--- config.mk ---
export PLATFORM = sky130hd
export DESIGN_NAME = reg_rw_axil_master
export DESIGN_NICKNAME = d
export VERILOG_FILES = /design/src/rtl/axil_pkg.sv /design/src/rtl/reg_rw_axil_master.sv
export SDC_FILE = /design/constraint.sdc
export NUM_CORES = 1
export LEC_CHECK = 0
export ABC_AREA = 1
export CAP_MARGIN = 10
export CORE_UTILIZATION = 38
export CTS_CLUSTER_DIAMETER = 120
export CTS_CLUSTER_SIZE = 8
export DETAILED_ROUTE_END_ITERATION = 6
export GPL_TIMING_DRIVEN = 1
export MAX_ROUTING_LAYER = met4
export PLACE_DENSITY = 0.83
export SLEW_MARGIN = 20
export SYNTH_ARGS = -nofsm -noshare
export SYNTH_HDL_FRONTEND = slang
export SYNTH_SLANG_ARGS = --single-unit
--- constraint.sdc ---
create_clock -name clk_i -period 1.6 [get_ports clk_i]
set_input_delay 0.32 -clock clk_i [delete_from_list [all_inputs] [get_ports clk_i]]
set_output_delay 0.32 -clock clk_i [all_outputs]
set_load 0.05 [all_outputs]
--- src/rtl/axil_pkg.sv ---
// Shared AXI4-Lite definitions: response codes, manager FSM states and INIT length.
package axil_pkg;

    localparam logic [1:0] OKAY   = 2'b00;
    localparam logic [1:0] EXOKAY = 2'b01;
    localparam logic [1:0] SLVERR = 2'b10;
    localparam logic [1:0] DECERR = 2'b11;

    localparam int INIT_LEN = 16;

    typedef enum logic [2:0] {
        INIT,
        IDLE,
        WR_AW_W,
        WR_B,
        RD_AR,
        RD_R,
        RSP
    } state_t;

endpackage

--- src/rtl/reg_rw_axil_master.sv ---
// Single-outstanding register read/write to AXI4-Lite manager bridge.
// Optional handshake watchdog built when AXIL_MASTER_TIMEOUT_EN is defined.
module reg_rw_axil_master
    import axil_pkg::*;
#(
    parameter int ADDR_WIDTH     = 16,
    parameter int TIMEOUT_CYCLES = 1024
) (
    input  logic                  clk_i,
    input  logic                  rst_i,
    input  logic                  cmd_valid_i,
    output logic                  cmd_ready_o,
    input  logic                  cmd_we_i,
    input  logic [ADDR_WIDTH-1:0] cmd_addr_i,
    input  logic [31:0]           cmd_wdata_i,
    input  logic [3:0]            cmd_wstrb_i,
    output logic                  rsp_valid_o,
    input  logic                  rsp_ready_i,
    output logic                  rsp_we_o,
    output logic [31:0]           rsp_rdata_o,
    output logic [1:0]            rsp_resp_o,
    output logic [ADDR_WIDTH-1:0] awaddr_o,
    output logic                  awvalid_o,
    input  logic                  awready_i,
    output logic [31:0]           wdata_o,
    output logic [3:0]            wstrb_o,
    output logic                  wvalid_o,
    input  logic                  wready_i,
    input  logic [1:0]            bresp_i,
    input  logic                  bvalid_i,
    output logic                  bready_o,
    output logic [ADDR_WIDTH-1:0] araddr_o,
    output logic                  arvalid_o,
    input  logic                  arready_i,
    input  logic [31:0]           rdata_i,
    input  logic [1:0]            rresp_i,
    input  logic                  rvalid_i,
    output logic                  rready_o,
    output logic                  timeout_o
);

    localparam int INIT_CNT_W = $clog2(INIT_LEN);

    state_t                  r_state;
    state_t                  w_stateNext;
    logic [INIT_CNT_W-1:0]   r_initCnt;
    logic [ADDR_WIDTH-1:0]   r_addr;
    logic [31:0]             r_wdata;
    logic [3:0]              r_wstrb;
    logic                    r_we;
    logic                    r_awvalid;
    logic                    r_wvalid;
    logic                    r_rspWe;
    logic [31:0]             r_rspRdata;
    logic [1:0]              r_rspResp;
    logic                    w_accept;
    logic                    w_initDone;
    logic                    w_awDone;
    logic                    w_wDone;

    assign w_accept   = cmd_valid_i && (r_state == IDLE);
    assign w_initDone = (r_initCnt == INIT_CNT_W'(INIT_LEN - 1));
    // A channel counts as done once its valid has dropped or is handshaking now.
    assign w_awDone   = !r_awvalid || awready_i;
    assign w_wDone    = !r_wvalid || wready_i;

    always_ff @(posedge clk_i) begin
        if (rst_i) begin
            r_state <= INIT;
        end else begin
            r_state <= w_stateNext;
        end
    end

    always_comb begin
        w_stateNext = r_state;
        case (r_state)
            INIT:    if (w_initDone) w_stateNext = IDLE;
            IDLE:    if (cmd_valid_i) w_stateNext = cmd_we_i ? WR_AW_W : RD_AR;
            WR_AW_W: if (w_awDone && w_wDone) w_stateNext = WR_B;
            WR_B:    if (bvalid_i) w_stateNext = RSP;
            RD_AR:   if (arready_i) w_stateNext = RD_R;
            RD_R:    if (rvalid_i) w_stateNext = RSP;
            RSP:     if (rsp_ready_i) w_stateNext = IDLE;
            default: w_stateNext = INIT;
        endcase
    end

    always_ff @(posedge clk_i) begin
        if (rst_i) begin
            r_initCnt  <= '0;
            r_addr     <= '0;
            r_wdata    <= '0;
            r_wstrb    <= '0;
            r_we       <= 1'b0;
            r_awvalid  <= 1'b0;
            r_wvalid   <= 1'b0;
            r_rspWe    <= 1'b0;
            r_rspRdata <= '0;
            r_rspResp  <= OKAY;
        end else begin
            r_initCnt <= (r_state == INIT) ? r_initCnt + INIT_CNT_W'(1) : '0;
            if (w_accept) begin
                r_addr    <= cmd_addr_i & ~ADDR_WIDTH'(3);
                r_wdata   <= cmd_wdata_i;
                r_wstrb   <= cmd_wstrb_i;
                r_we      <= cmd_we_i;
                r_awvalid <= cmd_we_i;
                r_wvalid  <= cmd_we_i;
            end
            if (r_awvalid && awready_i) r_awvalid <= 1'b0;
            if (r_wvalid && wready_i)   r_wvalid  <= 1'b0;
            if ((r_state == WR_B) && bvalid_i) begin
                r_rspWe    <= r_we;
                r_rspRdata <= '0;
                r_rspResp  <= bresp_i;
            end
            if ((r_state == RD_R) && rvalid_i) begin
                r_rspWe    <= r_we;
                r_rspRdata <= rdata_i;
                r_rspResp  <= rresp_i;
            end
        end
    end

    assign cmd_ready_o = (r_state == IDLE);
    assign rsp_valid_o = (r_state == RSP);
    assign rsp_we_o    = r_rspWe;
    assign rsp_rdata_o = r_rspRdata;
    assign rsp_resp_o  = r_rspResp;
    assign awaddr_o    = r_addr;
    assign awvalid_o   = r_awvalid;
    assign wdata_o     = r_wdata;
    assign wstrb_o     = r_wstrb;
    assign wvalid_o    = r_wvalid;
    assign bready_o    = (r_state == WR_B);
    assign araddr_o    = r_addr;
    assign arvalid_o   = (r_state == RD_AR);
    assign rready_o    = (r_state == RD_R);

`ifdef AXIL_MASTER_TIMEOUT_EN
    localparam int WD_W = (TIMEOUT_CYCLES > 1) ? $clog2(TIMEOUT_CYCLES) : 1;

    logic [WD_W-1:0] r_wdCnt;
    logic            r_timeout;
    logic            w_waiting;
    logic            w_wdLimit;

    assign w_waiting = (r_state == WR_AW_W) || (r_state == WR_B) ||
                       (r_state == RD_AR) || (r_state == RD_R);
    assign w_wdLimit = (r_wdCnt == WD_W'(TIMEOUT_CYCLES - 1));

    // Counter saturates at the limit; the flag only flags the stall, the FSM keeps waiting.
    always_ff @(posedge clk_i) begin
        if (rst_i) begin
            r_wdCnt   <= '0;
            r_timeout <= 1'b0;
        end else begin
            if (w_stateNext != r_state) begin
                r_wdCnt <= '0;
            end else if (w_waiting && !w_wdLimit) begin
                r_wdCnt <= r_wdCnt + WD_W'(1);
            end
            if (w_waiting && w_wdLimit) r_timeout <= 1'b1;
        end
    end

    assign timeout_o = r_timeout;
`else
    logic w_unusedTimeout;
    assign w_unusedTimeout = (TIMEOUT_CYCLES > 0);
    assign timeout_o       = 1'b0;
`endif

endmodule

==> metrics.md <==
| Metric | Value |
|---|---|
| Drt total wl | between 10000 and 15000 um |
| Number of routed nets with antenna violations | 0 |
| DIE AREA | 10230 sq um |
| Yosys top cell by area | dfxtp_1 |
| Ordered list of cells on the worst path | inv_4, nor3_4, buf_12, buf_12 |
| Final clock skew | roughly 0.0088 ns |
| Clock Sink Count | 95 |
| Cell count after synthesis | around 500 |
| Final Cell Area | roughly 6000 sq um |
| Final TNS setup | 0 ns |
| Post-detailed-placement cell area | 5680 sq um |
| Inserted Diodes | 0 |
| Top cells by count, synth | 113 x nor2_1, 95 x dfxtp_1, 66 x nand2_1, 44 x nand3_1, 43 x o21ai_0 |
| RSZ-0062 raised after global routing | true |
| Dominant combinational cell family by area after synthesis | simple AND/OR/NAND/NOR gates |
| Cell leakage power | approximately 2.6 nW |
| Iter 0 DRT Violations | 82 |
| Endpoint required time on the critical path | around 1.3 ns |
| Filler-free cell count of the finished design | slightly above 800 |
| Share of cell area taken by muxes after synthesis | 0% |
| Min-delay src | rsp_rdata_o[4] |
| Initial antenna violation count | 0 |
| DRT Pass-1 Iters | 4 |
| Final period util | 99.23% |
| Sequential standard cell area | 1911 sq um |
| Area added between synthesis and finish | 59.85% |
| PnR worst setup slack | 0.01231 ns |
| Global-route congestion overflow total | 0 |
| Height of the die | a little over 100 um |
| Multi-input gate area in the final layout | roughly 1500 sq um |
| Synthesis Warnings | 0 |
| Part of the Yosys area used for sequential elements | 50.90% |
| Layout net count | 776 |
| Number of distinct library cells after synthesis | 23 |
| Ratio of total power to cell area | 1463 nW/um^2 |
| Area share of the largest cell type after synthesis | 50.90% |
| Largest cells by area after synthesis | dfxtp_1 51%, nor2_1 11%, nand2_1 6.6%, nand3_1 5.9%, o21ai_0 5.8% |
| Detailed placer's ending HPWL | 7841 um |
| Outcome | complete, no violations |
| Flip-flop and latch count after synthesis | 95 |
| Wire length of the first global-routing pass | 16740 um |
| Peak supply drop | about 900 uV |
| Bufs on Longest Clock Path | 2 |
| Most instantiated library cell after synthesis | nor2_1 |
| RD Place Congestion | 0.8791 |
| CP startpoint kind | register |
| CTS Root Buffer Type | clkbuf_8 |
| Setup crit start | r_state[2] |
| Number of setup violations in the final report | 0 |
| Routed length on met3 | 637 um |
| DRC violation count after routing | 0 |
| Cell seen most often among critical-path stages | buf_12 |
| Number of buffer and inverter instances along the worst setup path | 3 |
| Delay of the slowest cell on the worst path | 0.41 ns |
| GRT Overall Usage | 21.35% |
| Final worst path period need | about 1.6 ns |
| Via density | 4.777 |
| Share of synthesized cell area in full adder, half adder and majority cells | less than 1% |
| Num rows | 35 |
| Category of the worst setup path capture point | primary output |
| Max-cap violations | 0 |
| Initial core utilization | 39.87% |
| Setup Slack @ Placement | -0.005686 ns |
| Clock network latency to the later pin of the worst-skew pair | between 0.3 and 0.4 ns |
| Count of input and output buffers | 201 |
| Vias after detailed routing | 3874 |
| Worst Setup Path Type | register to primary output |
| CTS tree | built |
| Average wire per cell in the routed design | between 10 and 15 um |
| Maximum number of pins on one net before global-route repair | 53 |
| I/O pins | about 210 |
| Top Family by Delay on Critical Path | flip-flops |
| Data arrival, critical path | 1.27 ns |
| Clock-pin transition on the worst setup and hold timing paths | about 0.090 ns |
| Post-Syn Area | 3736 sq um |
| Post-Synth XOR/XNOR Area | 0.2344% |
| Master of the slowest instance on the critical path | dfxtp_4 |
| Met1 Routed Length | 4606 um |
| Final max-slew violation count | 0 |
| Uppermost layer routed | met4 |
| Highest achievable clock rate | 629.8 MHz |
| Total instance count after detailed placement | between 700 and 800 |
| Hold WC Path Type | register to register |
| Simple-gate share of the synthesized area | approximately a quarter |
| Horizontal die dimension | approximately 100 um |
| Clock buffers created by TritonCTS | 9 |
| Share of post-route cells with drive strength above 1 | 24.05% |
| Number of enable flip-flop cells after synthesis | 0 |
| Share of synthesized flip-flops with an asynchronous set or reset | 0% |
| Met2 Routed Length | 5472 um |
| Crit Path Max Fanout | 5 |
| Fill cells | 803 |
| Top_reg_cell synth | dfxtp_1 |
| Complex-gate fraction of the synthesized area | 12.59% |
| Per-instance average area after synthesis | around 7.6 sq um |
| Area of the core | around 9400 sq um |
| Total count of hold-check failures in the final report | 0 |
| Reg-to-Reg Start | r_state[2] |
| H-tree depth reported by CTS | 3 |
| Number of global-route vias before repair | between 3000 and 4000 |
layer usage:
metal	global-route usage (%)	vias up
met5	-	-
met4	8.027	0
met3	5.521	16
met1	23.51	1799
li1	-	1929
met2	37.00	130
area by class of cell:
class	instances	area share, %
Tap cell	129	2.703
Multi-Input combinational cell	335	25.29
Timing Repair Buffer	223	35.70
Sequential cell	95	31.99
Inverter	13	0.9428
Clock buffer	9	2.074
Clock inverter	7	1.299
worst paths after layout:
check	end	slack, ns	cells after the start
setup reg to reg	rsp_resp_o[1]	0.13	8
hold reg to reg	rsp_rdata_o[4]	0.47	2
setup / recovery	rready_o	0.01	4
hold / removal	rsp_rdata_o[4]	0.47	2
worst min-delay path: stages (launching register included):
cell     delay [ns]
dfxtp_1        0.32
nand2_1        0.06
a21oi_1        0.05
cell families after synthesis:
| family | Yosys count |
|---|---|
| AO/OA/AOI/OAI | 94 |
| XOR/XNOR | 1 |
| adder cells (fa/ha/maj) | 1 |
| buffers and inverters | 65 |
| flip-flops | 95 |
| other | 1 |
| AND/OR/NAND/NOR | 234 |
sequential cells by signal, indices dropped and copies added (netlist names), 2 cells and up:
register / cells
rsp_rdata_o: 32
wdata_o: 32
araddr_o: 14
r_initCnt: 4
wstrb_o: 4
r_state: 3
rsp_resp_o: 2
power by group:
group,internal (mW),leakage (nW),total [mW],switching [mW]
Combinational,1.39,1.75,4.06,2.67
Clock,0.743,0.101,1.61,0.867
Sequential,2.78,0.773,3.07,0.286
through the flow:
stage               power, mW  util [%]  hold slack [ns]
floorplan               5.767         -           0.4175
global placement        6.994     60.61           0.4282
detailed placement      7.068     60.61           0.4532
CTS                     8.793     63.66           0.4685
global route            9.159     63.73           0.4887
finish                  8.737     63.73           0.4668
cells in the final DEF, fill, tap and decap left out, types with 2 or more instances in the layout:
cell type | netlist | layout
nand2_2 | 2 | 3
buf_12 | 0 | 15
conb_1 | 1 | 5
dfxtp_4 | 0 | 2
nand2_1 | 66 | 65
buf_4 | 22 | 110
buf_6 | 3 | 2
o21ai_0 | 43 | 43
inv_6 | 0 | 4
clkdlybuf4s50_1 | 0 | 95
inv_1 | 8 | 7
clkbuf_8 | 0 | 9
inv_2 | 5 | 3
nor2_1 | 113 | 112
dfxtp_1 | 95 | 92
nor2_2 | 2 | 2
a21oi_1 | 42 | 42
nand3_1 | 44 | 44
inv_4 | 0 | 3
o21ai_1 | 9 | 9
nor2_4 | 1 | 2
nor3_4 | 1 | 2
what timing repair did:
action / 4_1_cts / 5_1_grt
pin swaps: 2 / 1
gates resized for setup: 8 / 3
hold buffers: 0 / 0
setup endpoints to repair: 5 / 5
setup buffers: 4 / 0
gates cloned: 1 / 0
No activity file was read; power rests on OpenSTA's default activity.
